[src/rtl/ctrl_sequencer_pkg.sv]
// Shared controller definitions for the upsampler sequencer: state encoding and default widths.
package ctrl_sequencer_pkg;

  localparam int unsigned PAWIDTH_DEF  = 6;
  localparam int unsigned TMOWIDTH_DEF = 8;
  localparam int unsigned STATE_W      = 3;

  typedef enum logic [STATE_W-1:0] {
    S_IDLE  = 3'd0,
    S_READ  = 3'd1,
    S_LOAD  = 3'd2,
    S_START = 3'd3,
    S_WAIT  = 3'd4
  } state_t;

endpackage

[src/rtl/ctrl_wdog.sv]
// vec_done watchdog: counter with clear/increment; tc_c flags that the next increment reaches all-ones.
module ctrl_wdog #(
  parameter int unsigned W = 8
) (
  input  logic clk,
  input  logic rst,
  input  logic clr,
  input  logic inc,
  output logic tc_c
);

  logic [W-1:0] cnt;
  logic [W-1:0] cnt_inc;

  assign cnt_inc = cnt + W'(1);
  assign tc_c    = &cnt_inc;

  always_ff @(posedge clk) begin
    if (rst) begin
      cnt <= '0;
    end else if (clr) begin
      cnt <= '0;
    end else if (inc) begin
      cnt <= cnt_inc;
    end
  end

endmodule

[src/rtl/ctrl_sequencer.sv]
// Program sequencer: on each input sample walks instruction memory from address 0,
// issuing one datapath vector per instruction until the last-stage instruction completes.
module ctrl_sequencer
  import ctrl_sequencer_pkg::*;
#(
  parameter int unsigned PAWIDTH  = PAWIDTH_DEF,
  parameter int unsigned TMOWIDTH = TMOWIDTH_DEF
) (
  input  logic               clk,
  input  logic               rst,
  input  logic               sample_vld,
  output logic               imem_ren,
  output logic [PAWIDTH-1:0] imem_addr,
  output logic               fetch,
  input  logic               lstg_f,
  input  logic               upse_f,
  output logic               vec_start,
  input  logic               vec_done,
  output logic               out_vld,
  output logic               frame_done,
  output logic               busy,
  output logic               overrun,
  output logic               timeout
);

  state_t             state;
  state_t             state_nxt;
  logic [PAWIDTH-1:0] pc;
  logic [PAWIDTH-1:0] pc_nxt;
  logic               pending;
  logic               pending_nxt;
  logic               wdog_clr;
  logic               wdog_inc;
  logic               wdog_tc_c;

  ctrl_wdog #(
    .W (TMOWIDTH)
  ) u_wdog (
    .clk  (clk),
    .rst  (rst),
    .clr  (wdog_clr),
    .inc  (wdog_inc),
    .tc_c (wdog_tc_c)
  );

  assign imem_addr = pc;

  // State, pc, sample queue and the state-decoded strobes (loaded from next state so they align with it).
  always_ff @(posedge clk) begin
    if (rst) begin
      state     <= S_IDLE;
      pc        <= '0;
      pending   <= 1'b0;
      imem_ren  <= 1'b0;
      fetch     <= 1'b0;
      vec_start <= 1'b0;
      busy      <= 1'b0;
    end else begin
      state     <= state_nxt;
      pc        <= pc_nxt;
      pending   <= pending_nxt;
      imem_ren  <= (state_nxt == S_READ);
      fetch     <= (state_nxt == S_LOAD);
      vec_start <= (state_nxt == S_START);
      busy      <= (state_nxt != S_IDLE);
    end
  end

  // Next-state logic and the completion/error pulses, which must coincide with vec_done.
  always_comb begin
    state_nxt   = state;
    pc_nxt      = pc;
    pending_nxt = pending;
    wdog_clr    = 1'b0;
    wdog_inc    = 1'b0;
    out_vld     = 1'b0;
    frame_done  = 1'b0;
    timeout     = 1'b0;
    overrun     = 1'b0;

    case (state)
      S_IDLE: begin
        if (sample_vld || pending) begin
          state_nxt = S_READ;
        end
        // A queued sample is consumed here; a fresh one arriving now takes its place.
        if (pending) begin
          pending_nxt = sample_vld;
          overrun     = sample_vld;
        end
      end
      S_READ: begin
        state_nxt = S_LOAD;
      end
      S_LOAD: begin
        state_nxt = S_START;
      end
      S_START: begin
        state_nxt = S_WAIT;
        wdog_clr  = 1'b1;
      end
      S_WAIT: begin
        if (vec_done) begin
          out_vld = upse_f;
          if (lstg_f) begin
            frame_done = 1'b1;
            pc_nxt     = '0;
            state_nxt  = S_IDLE;
          end else begin
            pc_nxt    = pc + PAWIDTH'(1);
            state_nxt = S_READ;
          end
        end else if (wdog_tc_c) begin
          timeout   = 1'b1;
          pc_nxt    = '0;
          state_nxt = S_IDLE;
        end else begin
          wdog_inc = 1'b1;
        end
      end
      default: begin
        state_nxt = S_IDLE;
        pc_nxt    = '0;
      end
    endcase

    if ((state != S_IDLE) && sample_vld) begin
      pending_nxt = 1'b1;
      overrun     = pending;
    end

    // Reset aborts at once: no pulses escape in the reset cycle.
    if (rst) begin
      out_vld    = 1'b0;
      frame_done = 1'b0;
      timeout    = 1'b0;
      overrun    = 1'b0;
    end
  end

endmodule

[config.mk]
export PLATFORM = sky130hd
export DESIGN_NAME = ctrl_sequencer
export DESIGN_NICKNAME = d
export VERILOG_FILES = /design/src/rtl/ctrl_sequencer_pkg.sv /design/src/rtl/ctrl_wdog.sv /design/src/rtl/ctrl_sequencer.sv
export SDC_FILE = /design/constraint.sdc
export NUM_CORES = 1
export LEC_CHECK = 0
export CORE_ASPECT_RATIO = 1.1
export CORE_MARGIN = 1.5
export CORE_UTILIZATION = 54
export DETAILED_ROUTE_END_ITERATION = 7
export PLACE_DENSITY = 0.81
export SYNTH_ARGS = -nofsm -noshare
export SYNTH_HDL_FRONTEND = slang
export SYNTH_HIERARCHICAL = 1
export SYNTH_SLANG_ARGS = --single-unit
[constraint.sdc]
create_clock -name clk -period 3.9 [get_ports clk]
set_input_delay 1.17 -clock clk [delete_from_list [all_inputs] [get_ports clk]]
set_output_delay 1.17 -clock clk [all_outputs]
set_load 0.02 [all_outputs]
==> run metrics <==
outcome=finished clean; Overall Global Routing Usage=roughly 22%; via count=988; gpl congestion=0.889; register area share after synthesis=39.5%; Synth top area share=39.5%; global-route wire length before repair=3890 um; Synth Cell Area=1110 sq um; Reg2Reg Capture Point=u_wdog/cnt[7]; Startpoint Class=primary input; Routed WL=2190 um; Syn Inst Count=126; crit path max-delay cell type=or4b_4; layout cells sized above 1=12.2%; number of global-route vias before repair=912; die width=46.3 um; vias per std cell=5.61; Clk pin slew, worst setup/hold paths=0.11 ns; syn nets=135; H-tree depth=1; CP arrival=2.60 ns; Post-synth EDFFs=0; die area=2350 sq um; Avg Inst Size Synth=8.85 sq um; biggest area consumer among synthesized cells=dfxtp_1; port bufs=19; initial antenna violation count=0; post-route ant nets=0; Max Freq=0.265 GHz; Core ar.=around 2000 sq um; Hold Vio Cnt, Final=0; CTS Sinks=22; switching share of power=around a quarter; max cap viols=0; DRC viols=0; CTS root buffer=clkbuf_4; detailed placer's ending HPWL=1640 um; Main synth FF type=dfxtp_1; critical path class=primary input to output pin; DR iter-0 viols=8; Flop pwr share=59.8%; Die Y-Extent=around 51 um; worst vdd ir=roughly 0.26 mV; Yosys reg bits=22; drt pass-1 iters=4; FF-to-FF setup slack=1.70 ns; Reg-to-Reg Start=state[2]; RSZ-0062 raised after global routing=false; CP bufs+invs=2; Clk network pwr share=23.1%; Clock Tree Buf Depth=2; Power Density=306 nW/um^2; largest net degree at the start of global routing=12; TritonCTS clock tree=done; Psw=0.000109 W; IO Pins=20; fin crit share=between 90% and 100%; Internal=between 0.0003 and 0.0004 W; hold path depth=2; # rows=17; critical path's top delay family=buffers and inverters; Post-synth ARST share=0%; area grow syn2layout=22.7%; top-count cell post-synth=dfxtp_1; Worst Hold Path EP=pending; Setup Skew=around 0.0038 ns; worst setup path start=vec_done; overall power=between 0.0004 and 0.0005 W; Worst Tran Pin Value=~0.43 ns; cts bufs inserted=3; Skew-Pair Late Insertion Delay=~0.29 ns; fin nets=159; cts hold-fix bufs=0; Required @ worst endpoint=2.73 ns; max-slew violations=0; cell count of the worst reg-to-reg path=6; commonest cells in the synthesized netlist=dfxtp_1 (22), nor2_1 (14), nand4_1 (8); Antenna Cells=0; setup violators final=0; Slew HR=70.9%; gr ovfl total=0; CP peak stage delay=0.49 ns; Tmin final=3.77 ns; Comb pwr share=17.1%; worst-path cell chain=clkdlybuf4s50_1, or4b_4, nor3b_1, dlygate4sd2_1; worst hold path type=register to register; Fin Setup TNS=0 ns; Crit. End Element=output pin; crit-path max FO=2; min-delay src=pending; Routed wire per std cell=12.4 um; count of cell types in the netlist=40; Initial Util=56.4%; number of synthesis warnings=6; Leakage=~0.52 nW; Area contributors post-synth=dfxtp_1 (40%), nor2_1 (4.7%), nand4_1 (4.5%)
==> cell usage in the layout (no fill, tap or decap), types with 2 or more instances in the layout <==
cell type,count
xnor2_1,2
clkbuf_4,3
nand3b_1,3
nand2_1,6
dlygate4sd2_1,3
o31ai_1,2
and3_1,3
o211ai_1,3
inv_1,6
nand4_1,8
nand3_1,3
clkdlybuf4s50_1,16
xor2_1,3
buf_4,7
nor2_1,14
nor2b_1,4
a21oi_1,6
o21ai_0,4
and3b_1,3
or3_1,4
dfxtp_1,22
ha_1,3
nor3b_1,3
==> metal layers <==
layer / vias up / track usage [%] / routed length [um]
li1: 502 / - / -
met1: 466 / 28.8 / 1020
met2: 18 / 35.6 / 1080
met3: 2 / 3.24 / 69
met4: 0 / 8.57 / 17
met5: - / 0 / 0
==> state kept, by name (all words and copies together) (netlist names) <==
signal      cells
pending         1
imem_addr       6
busy            1
state           3
vec_start       1
u_wdog/cnt      8
imem_ren        1
fetch           1
==> area by class of cell <==
class,count,area (sq um)
Tap cell,28,35.0
Sequential cell,22,440
Multi-Input combinational cell,91,608
Timing Repair Buffer,26,239
Inverter,6,22.5
Clock buffer,3,22.5
Fill cell,159,611
==> metrics by stage <==
| step | instances | util (%) | hold slack, ns | worst slack (ns) | cell area, sq um |
|---|---|---|---|---|---|
| after floorplan | 126 | - | 0.447 | 0.537 | 1110 |
| after global placement | 173 | 68.2 | 0.458 | -0.159 | 1350 |
| after detailed placement | 173 | 68.2 | 0.480 | -0.167 | 1350 |
| after CTS | 176 | 69.1 | 0.495 | 0.115 | 1370 |
| after global routing | 176 | 69.1 | 0.534 | 0.0483 | 1370 |
| final | 176 | 69.1 | 0.493 | 0.132 | 1370 |
==> repair_timing <==
action	4_1_cts	5_1_grt
endpoints found under the setup margin	3	0
buffers inserted	0	0
resized for setup	3	0
==> cell families after synthesis <==
| group | after synthesis | synth area share [%] |
|---|---|---|
| xor+xnor | 5 | 3.93 |
| simple gates | 58 | 30.6 |
| flops | 22 | 39.5 |
| buf+inv | 13 | 5.95 |
| fa+ha+maj | 3 | 3.37 |
| compound gates | 25 | 16.6 |
==> power by group through the flow <==
stage / combinational (W) / sequential [W] / clock [W]
finish: 0.0000716 / 0.000251 / 0.0000968
global route: 0.0000784 / 0.000253 / 0.000112
CTS: 0.0000723 / 0.000251 / 0.000101
detailed placement: 0.0000720 / 0.000256 / 0
global placement: 0.0000704 / 0.000254 / 0
floorplan: 0.0000488 / 0.000254 / 0
==> how the worst max path moves through the flow <==
stage | endpoint | cells past startpoint
CTS | timeout | 4
floorplan | timeout | 2
global placement | timeout | 4
detailed placement | timeout | 4
global route | timeout | 4
finish | timeout | 4
==> worst min-delay path: stages, from the launching register on <==
cell and delay (ns):
dfxtp_1 0.34, o41ai_1 0.06, a21oi_1 0.05
Note: power is estimated with default switching activity, not from simulation.
